## config.mk

```make
export PLATFORM = sky130hd
export DESIGN_NAME = pixel_stream_writer
export DESIGN_NICKNAME = d
export VERILOG_FILES = /design/src/rtl/pixel_stream_writer.sv
export SDC_FILE = /design/constraint.sdc
export NUM_CORES = 1
export LEC_CHECK = 0
export CAP_MARGIN = 20
export CORE_ASPECT_RATIO = 1.25
export CORE_MARGIN = 1.5
export CORE_UTILIZATION = 54
export CTS_CLUSTER_SIZE = 24
export DETAILED_ROUTE_END_ITERATION = 12
export PLACE_DENSITY = 0.95
export SLEW_MARGIN = 0
export SYNTH_ARGS = -nofsm -noshare
export SYNTH_HDL_FRONTEND = slang
export SYNTH_SLANG_ARGS = --single-unit
```

## constraint.sdc

```tcl
create_clock -name ctrl_clk -period 6 [get_ports ctrl_clk]
set_input_delay 1.2 -clock ctrl_clk [delete_from_list [all_inputs] [get_ports ctrl_clk]]
set_output_delay 1.2 -clock ctrl_clk [all_outputs]
set_load 0.01 [all_outputs]
```

## src/rtl/pixel_stream_writer.sv

```systemverilog
// ---------------------------------------------------------------------------
// pixel_stream_writer
//
// Turns a byte stream of pixel packets into single-cycle RGB565 write strobes
// for the LED panel driver's video memory port.
//
// Packet layout:
//   byte0 = start address [15:8], byte1 = start address [7:0],
//   then two bytes per pixel, low byte first (wdat = {hi, lo}).
// The first pixel goes to the start address. Each later pixel goes to the
// next address up. Addresses are bounds-checked against PIXEL_COUNT.
// Malformed packets are discarded and counted.
//
// Optional feature macro: PSW_STATS_EN
//   defined   -> pkt_count / err_count are live wrapping counters
//   undefined -> both outputs are tied to zero and no counter logic exists
//
// Parameters:
//   PIXEL_COUNT  number of addressable pixels (valid addresses 0..PIXEL_COUNT-1)
//   STAT_W       width of the statistics counters
//
// Ports:
//   ctrl_clk     sole clock, rising edge
//   ctrl_resetn  synchronous active-low reset
//   in_valid     in_data carries a byte this cycle (no backpressure)
//   in_data      stream byte
//   in_sof       first byte of a packet (qualified by in_valid)
//   in_eof       last byte of a packet (qualified by in_valid)
//   ctrl_en      one-cycle write strobe to the panel driver
//   ctrl_addr    pixel address, valid with ctrl_en, held otherwise
//   ctrl_wdat    RGB565 pixel, valid with ctrl_en, held otherwise
//   busy         high while the parser is inside a packet (not IDLE)
//   frame_done   one-cycle pulse when a packet ends cleanly
//   pkt_count    clean packet count (wraps)
//   err_count    malformed packet count (wraps)
// ---------------------------------------------------------------------------
module pixel_stream_writer #(
  parameter int PIXEL_COUNT = 2048,
  parameter int STAT_W      = 16
) (
  input  logic              ctrl_clk,
  input  logic              ctrl_resetn,
  input  logic              in_valid,
  input  logic [7:0]        in_data,
  input  logic              in_sof,
  input  logic              in_eof,
  output logic              ctrl_en,
  output logic [15:0]       ctrl_addr,
  output logic [15:0]       ctrl_wdat,
  output logic              busy,
  output logic              frame_done,
  output logic [STAT_W-1:0] pkt_count,
  output logic [STAT_W-1:0] err_count
);

  // Addresses are compared in 17 bits so that a PIXEL_COUNT of 65536 still
  // works for the range check and the end-of-memory check.
  localparam logic [16:0] LP_PIXEL_COUNT = 17'(PIXEL_COUNT);

  typedef enum logic [2:0] {
    ST_IDLE,
    ST_ADDR_LO,
    ST_PIX_LO,
    ST_PIX_HI,
    ST_DROP
  } state_t;

  state_t      r_state;
  state_t      w_nextState;

  logic [15:0] r_addr;
  logic [7:0]  r_pixLo;

  logic        r_ctrlEn;
  logic [15:0] r_ctrlAddr;
  logic [15:0] r_ctrlWdat;
  logic        r_busy;
  logic        r_frameDone;

  logic [16:0] w_hdrAddr;
  logic        w_hdrInRange;
  logic [16:0] w_addrNext;
  logic        w_lastPixel;
  logic        w_doWrite;
  logic        w_cleanEnd;

  // The full header address is formed from the latched high byte and the byte
  // arriving in ADDR_LO, so the range check happens on that same byte.
  assign w_hdrAddr    = {1'b0, r_addr[15:8], in_data};
  assign w_hdrInRange = (w_hdrAddr < LP_PIXEL_COUNT);

  // The pixel being written in PIX_HI sits at r_addr. If the address after it
  // falls off the end of memory, any further byte in the packet is an overrun.
  assign w_addrNext   = {1'b0, r_addr} + 17'd1;
  assign w_lastPixel  = (w_addrNext == LP_PIXEL_COUNT);

  // Next-state and strobe decode. An in_sof byte always restarts parsing. It
  // becomes byte0 of a new packet, or closes the packet immediately when it
  // also carries in_eof. Bytes with in_valid low change nothing.
  always_comb begin
    w_nextState = r_state;
    w_doWrite   = 1'b0;
    w_cleanEnd  = 1'b0;
    if (in_valid) begin
      if (in_sof) begin
        w_nextState = in_eof ? ST_IDLE : ST_ADDR_LO;
      end else begin
        case (r_state)
          ST_IDLE: begin
            w_nextState = ST_IDLE;
          end
          ST_ADDR_LO: begin
            if (in_eof) begin
              w_nextState = ST_IDLE;
            end else if (!w_hdrInRange) begin
              w_nextState = ST_DROP;
            end else begin
              w_nextState = ST_PIX_LO;
            end
          end
          ST_PIX_LO: begin
            w_nextState = in_eof ? ST_IDLE : ST_PIX_HI;
          end
          ST_PIX_HI: begin
            w_doWrite = 1'b1;
            if (in_eof) begin
              w_nextState = ST_IDLE;
              w_cleanEnd  = 1'b1;
            end else if (w_lastPixel) begin
              w_nextState = ST_DROP;
            end else begin
              w_nextState = ST_PIX_LO;
            end
          end
          ST_DROP: begin
            w_nextState = in_eof ? ST_IDLE : ST_DROP;
          end
          default: begin
            w_nextState = ST_IDLE;
          end
        endcase
      end
    end
  end

  // State register, datapath latches and all registered outputs. busy is
  // registered from the next state, so it matches the state it describes.
  // A reset on the edge that would launch a write suppresses that write,
  // because ctrl_en is cleared in the reset branch.
  always_ff @(posedge ctrl_clk) begin
    if (!ctrl_resetn) begin
      r_state     <= ST_IDLE;
      r_addr      <= '0;
      r_pixLo     <= '0;
      r_ctrlEn    <= 1'b0;
      r_ctrlAddr  <= '0;
      r_ctrlWdat  <= '0;
      r_busy      <= 1'b0;
      r_frameDone <= 1'b0;
    end else begin
      r_state     <= w_nextState;
      r_busy      <= (w_nextState != ST_IDLE);
      r_ctrlEn    <= w_doWrite;
      r_frameDone <= w_cleanEnd;
      if (in_valid) begin
        if (in_sof) begin
          r_addr[15:8] <= in_data;
        end else begin
          case (r_state)
            ST_ADDR_LO: begin
              r_addr[7:0] <= in_data;
            end
            ST_PIX_LO: begin
              r_pixLo <= in_data;
            end
            ST_PIX_HI: begin
              r_ctrlAddr <= r_addr;
              r_ctrlWdat <= {in_data, r_pixLo};
              r_addr     <= r_addr + 16'd1;
            end
            default: begin
            end
          endcase
        end
      end
    end
  end

  assign ctrl_en    = r_ctrlEn;
  assign ctrl_addr  = r_ctrlAddr;
  assign ctrl_wdat  = r_ctrlWdat;
  assign busy       = r_busy;
  assign frame_done = r_frameDone;

`ifdef PSW_STATS_EN
  logic [1:0]        w_errInc;
  logic [STAT_W-1:0] r_pktCount;
  logic [STAT_W-1:0] r_errCount;

  // Error decode. Each malformed packet is counted once, at the byte that
  // proves it bad. An in_sof byte can add two errors: one for aborting a live
  // packet (skipped in DROP, which was already counted) and one when the new
  // packet is itself a one-byte packet.
  always_comb begin
    w_errInc = 2'd0;
    if (in_valid) begin
      if (in_sof) begin
        if ((r_state != ST_IDLE) && (r_state != ST_DROP)) begin
          w_errInc = w_errInc + 2'd1;
        end
        if (in_eof) begin
          w_errInc = w_errInc + 2'd1;
        end
      end else begin
        case (r_state)
          ST_ADDR_LO: begin
            if (in_eof || !w_hdrInRange) begin
              w_errInc = 2'd1;
            end
          end
          ST_PIX_LO: begin
            if (in_eof) begin
              w_errInc = 2'd1;
            end
          end
          ST_PIX_HI: begin
            if (!in_eof && w_lastPixel) begin
              w_errInc = 2'd1;
            end
          end
          default: begin
          end
        endcase
      end
    end
  end

  // Statistics counters. They wrap silently, and a clean end lands in the
  // same cycle as the final write strobe and frame_done.
  always_ff @(posedge ctrl_clk) begin
    if (!ctrl_resetn) begin
      r_pktCount <= '0;
      r_errCount <= '0;
    end else begin
      r_pktCount <= r_pktCount + STAT_W'(w_cleanEnd);
      r_errCount <= r_errCount + STAT_W'(w_errInc);
    end
  end

  assign pkt_count = r_pktCount;
  assign err_count = r_errCount;
`else
  assign pkt_count = '0;
  assign err_count = '0;
`endif

endmodule

```

== Word-level counts from Yosys, hierarchy flattened ==
Cells that the tools add are included.

* Register bits: 62
* Bits of input ports: 13
* Word-level logic and storage cells: 45

* $add $sub $neg: 2
* $lt $le $gt $ge: 1
* Equality and inequality tests: 5
* Multiplexer cells: 15
* Bitwise gates (word level): 4
* Reductions and logical operators: 9

{| class="wikitable"
|+ Operators by type and width
! cell !! number
|-
| 3-bit 2-to-1 mux || 7
|-
| 16-bit by 1-bit adder with 17-bit output, second input constant || 1
|-
| 17-bit by 12-bit == test with 1-bit output, second input constant || 1
|-
| 16-bit by 1-bit adder with 16-bit output, second input constant || 1
|-
| 16-bit by 12-bit less-than comparator with 1-bit output, second input constant || 1
|-
| 8-bit 2-to-1 mux || 2
|-
| 8-bit case mux with 2 select lines || 1
|-
| 3-bit case mux with 4 select lines || 1
|-
| 3-bit AND reduction || 3
|-
| 3-bit by 2-bit == test with 1-bit output, second input constant || 2
|-
| 1-bit NOT || 4
|-
| 2-bit nonzero test || 2
|-
| 4-bit OR reduction || 1
|-
| 3-bit by 1-bit == test with 1-bit output, second input constant || 1
|-
| 3-bit == test, second input constant || 1
|-
| 1-bit 2-to-1 mux || 3
|-
| 3-bit nonzero test || 1
|-
| 3-bit OR reduction || 1
|-
| 2-bit 2-to-1 mux || 1
|-
| 2-bit AND reduction || 1
|}

== Logic depth before layout (Yosys ltp) ==
* Word-level depth: 8
* Gate-level depth with buffers: 9

== Least setup slack after synthesis ==
Ideal clock, no wire load.

* Kind: register to register
* Start point: register r_addr[1]
* End point: register r_busy (netlist: busy)
* Setup time: 0.134 ns
* Data arrival time: 2.512 ns
* Path slack: 3.354 ns
* Stages on the path, launching flop included: 8
* Buffers on the path: 0
* Period minus slack after synthesis: 2.646 ns
* Cells stage by stage: dfxtp_1 > ha_1 > and3b_1 > o21ai_1 > mux2_4 > or4_4 > o41a_1 > or4b_1

* Word-level cells in the longest chain between the ends: 8

{| class="wikitable"
|+ RTL lines
! element !! RTL line !! text
|-
| start, declared || 71 || <nowiki>logic [15:0] r_addr;</nowiki>
|-
| start signal, assigned || 171 || <nowiki>r_addr[7:0] <= in_data;</nowiki>
|-
| start signal, assigned || 179 || <nowiki>r_addr <= r_addr + 16'd1;</nowiki>
|-
| 16-bit by 1-bit adder with 17-bit output || 94 || <nowiki>assign w_addrNext = {1'b0, r_addr} + 17'd1;</nowiki>
|-
| 17-bit by 12-bit == test with 1-bit output || 95 || <nowiki>assign w_lastPixel = (w_addrNext == LP_PIXEL_COUNT);</nowiki>
|-
| 3-bit 2-to-1 mux || 129 || <nowiki>end else if (w_lastPixel) begin</nowiki>
|-
| 3-bit 2-to-1 mux || 126 || <nowiki>if (in_eof) begin</nowiki>
|-
| 3-bit case mux with 4 select lines || 108 || <nowiki>case (r_state)</nowiki>
|-
| 3-bit 2-to-1 mux || 105 || <nowiki>if (in_sof) begin</nowiki>
|-
| 3-bit 2-to-1 mux || 104 || <nowiki>if (in_valid) begin</nowiki>
|-
| 3-bit nonzero test || 162 || <nowiki>r_busy <= (w_nextState != ST_IDLE);</nowiki>
|-
| end signal, assigned || 162 ||
|-
| end, declared || 77 || <nowiki>logic r_busy;</nowiki>
|}

No other way between the ends.
A chain may end at the register's enable or synchronous reset.

== Worst setup path in the final report ==
* Start point: input port in_sof
* End point: register r_busy (netlist: busy)

* Word-level cells in the longest chain between the ends: 3

{| class="wikitable"
|+ RTL lines
! element !! RTL line !! text
|-
| start, declared || 45 || <nowiki>input logic in_sof,</nowiki>
|-
| 3-bit 2-to-1 mux || 105 ||
|-
| 3-bit 2-to-1 mux || 104 ||
|-
| 3-bit nonzero test || 162 ||
|}

No other way between the ends.

==> impl_results.md <==
- CP Data Required Time: 6230 ps
- Reg2reg start: r_addr[0]
- CTS buffer count: 9
- Layout Skew: ~8.6 ps
- Lkg Pwr: 1.42 nW
- Synth warn: 0
- Post-DRT Antenna Nets: 0
- Most common cell after layout, fill and taps aside: nand2_1
- Crit path from: in_sof
- Post-synthesis compound-gate area fraction: 19.9%
- Status: completed
- Vias in the first global route: between 2000 and 3000
- CP Buf/Inv Count: 1
- VDD IR-drop max: approximately 0.16 mV
- Crit path time final: 3200 ps
- GRT overflow: 0
- Slew margin rel.: a little under half
- CP Cell Sequence: clkdlybuf4s50_1 > nor3_1 > o21ai_0 > o21ai_0 > o211a_1 > o41a_1 > or4b_1
- Die area: between 0.006 and 0.007 mm²
- Worst Tran Pin Value: a little over 800 ps
- Dpl cells: roughly 530
- Largest family of logic cells by synthesized area: simple AND/OR/NAND/NOR gates
- Max_cap viols: 0
- Post-Synth Adder-Cell Area: 0.380%
- # DRC: 0
- Crit path DAT: between 3000 and 4000 ps
- Area Growth Syn to Fin: 17.9%
- RSZ-0062 raised after global routing: false
- Crit path max fanout: 25
- HP Class: reg2reg
- Core Region: ~0.0059 mm²
- Synth cell types: 54
- Drt first pass iters: 5
- Crit. End Element: register
- # diodes: 0
- Post-cts resize count: 0
- Total power: 0.848 mW
- Cell mode on critical path: o21ai_0
- Dpl hpwl: approximately 5300 µm
- Clk_lat worst skew: roughly 350 ps
- Vias: between 3000 and 4000
- Final Wtd Congestion: 0.906
- CTS tree: done
- Pins Over Slew Limit: 0
- H-tree Lvls: 3
- Cell Pwr Density: 218 mW/mm²
- Post-CTS setup buffer count: 0
- Starting Density: 56.2%
- Most frequent cells in the layout: nand2_1, dfxtp_1, clkdlybuf4s50_1
- Critical Path Source Type: primary input
- Total Routing Usage GR: roughly a quarter
- Die height: 90.3 µm
- Final setup vio count: 0
- Worst-path clk slew: 70 ps
- Largest net degree at the start of global routing: 53
- #FFs+latches synth: 62
- Slowest-stage cell, CP: clkdlybuf4s50_1
- Die Wd: 72.8 µm
- Via density: 5.52
- Syn avg cell area: 7.73 µm²
- Achievable Freq: 0.312 GHz
- Final Hold Fails: 0
- Initial antenna violation count: 0
- Drt initial violations: 233
- CP Class: in2reg
- Root buffer cell: clkbuf_8
- CTS sink cnt: 62
- CP top delay family: buffers and inverters
- Cells after synthesis: 426
- Max Root-Sink Buffers: 2
- Port Buf Inserts: 47
- Mux contribution to synthesized area: under 10%
- Xor and xnor area share after synthesis: 0.798%
- Register area share after synthesis: 37.7%
- Hold_buf cts: 0
- Mapped Area: 0.00329 mm²
- Layout cells sized above 1: ~6.7%
- Setup Total Neg Slack: 0 ps
- Simple-Gate Fraction of Synth Area: 26.0%
- Average wire per standard cell: 14.4 µm
- Fin cells: ~550
- CP max stage delay: 990 ps
- Min-delay src: ctrl_wdat[10]
- Final Cycle Share: 53.4%
- First-pass GRT wire length: between 10000 and 15000 µm
- Num ports: 80
- # rows: 31
- Fin nets: between 400 and 500
- WL final: 7850 µm
-- through the flow --
stage / hold slack, ps / instance area [µm²] / util [%] / worst slack, ps
floorplan: 432 / 3410 / - / 3350
global placement: 445 / 3620 / 61.7 / 1680
detailed placement: 456 / 3620 / 61.7 / 1460
CTS: 466 / 3810 / 65.1 / 1800
global route: 483 / 3880 / 66.3 / 2630
finish: 463 / 3880 / 66.3 / 2800
-- sequential cells by signal, indices dropped and copies added, names as in the netlist --
name	cells
ctrl_addr	16
ctrl_wdat	16
r_addr	16
r_pixLo	8
r_state	3
busy	1
ctrl_en	1
frame_done	1
-- cell type report --
type	count	area (µm²)
clock buffers	9	124
inverters	10	37.5
fillers	496	1980
repair buffers	52	546
multi-input cells	323	1760
flip-flops and latches	62	1240
well taps	82	103
clock inverters	7	73.8
-- kinds of logic (layout without fill, tap and decap cells) --
family	after synthesis	count (layout)
and+or+nand+nor	177	177
AOI/OAI and AO/OA	102	102
buffers and inverters	72	78
DFF	62	62
muxes	8	8
xor gates and xnor gates	3	3
adders and majority gates	1	1
other	1	32
-- cell usage after synthesis (all sizes together) --
| master | n | area, µm² |
|---|---|---|
| nand2 | 85 | 319 |
| dfxtp | 62 | 1240 |
| buf | 38 | 282 |
| a21boi | 31 | 233 |
| nor2 | 28 | 105 |
| a21oi | 26 | 130 |
| clkbuf | 24 | 91.3 |
| o21ai | 23 | 115 |
| nor3 | 12 | 65.1 |
| nor2b | 10 | 62.6 |
| inv | 9 | 33.8 |
| and2 | 7 | 43.8 |
| and3 | 7 | 43.8 |
| nand3 | 7 | 47.6 |
| mux2i | 6 | 60.1 |
| nand4 | 6 | 52.6 |
| a31oi | 5 | 31.3 |
| nor4 | 4 | 25.0 |
| a311oi | 2 | 17.5 |
| and4 | 2 | 17.5 |
| mux2 | 2 | 26.3 |
| nand2b | 2 | 12.5 |
| nor3b | 2 | 15.0 |
| o221a | 2 | 22.5 |
| o22ai | 2 | 12.5 |
| o31ai | 2 | 15.0 |
| or4 | 2 | 18.8 |
| or4b | 2 | 20.0 |
| xnor2 | 2 | 17.5 |
| a211oi | 1 | 7.51 |
| a21o | 1 | 7.51 |
| a221oi | 1 | 8.76 |
| a22oi | 1 | 7.51 |
| and3b | 1 | 8.76 |
| clkinv | 1 | 3.75 |
| conb | 1 | 3.75 |
| ha | 1 | 12.5 |
| o211a | 1 | 10.0 |
| o21a | 1 | 7.51 |
| o2bb2ai | 1 | 8.76 |
| o41a | 1 | 11.3 |
| o41ai | 1 | 8.76 |
| xor2 | 1 | 8.76 |
-- metal layers --
| metal | wire length, µm | vias to the layer above | global-route usage [%] |
|---|---|---|---|
| li1 | - | 1458 | - |
| met3 | 596 | 20 | 6.03 |
| met1 | 3180 | 1382 | 30.8 |
| met5 | 0 | - | 0 |
| met4 | 188 | 0 | 12.7 |
| met2 | 3890 | 150 | 40.1 |
-- path summary, 6_finish.rpt --
| path | endpoint | slack [ps] | cells past startpoint |
|---|---|---|---|
| max | busy | 2800 | 7 |
| min | ctrl_wdat[10] | 460 | 2 |
| max reg2reg | busy | 2960 | 7 |
| min reg2reg | ctrl_wdat[10] | 460 | 2 |
-- power breakdown --
group | internal [mW] | switching (mW)
Combinational | 0.0225 | 0.0357
Clock | 0.193 | 0.174
Sequential | 0.415 | 0.00765
Total | 0.630 | 0.217
-- tightest hold or removal path: cells and delay by family, from the launching register on --
| family | cells | cell delay, ps |
|---|---|---|
| AOI/OAI and AO/OA | 1 | 60 |
| and+or+nand+nor | 1 | 40 |
| DFF | 1 | 310 |
(Power assumes the default switching activity.)
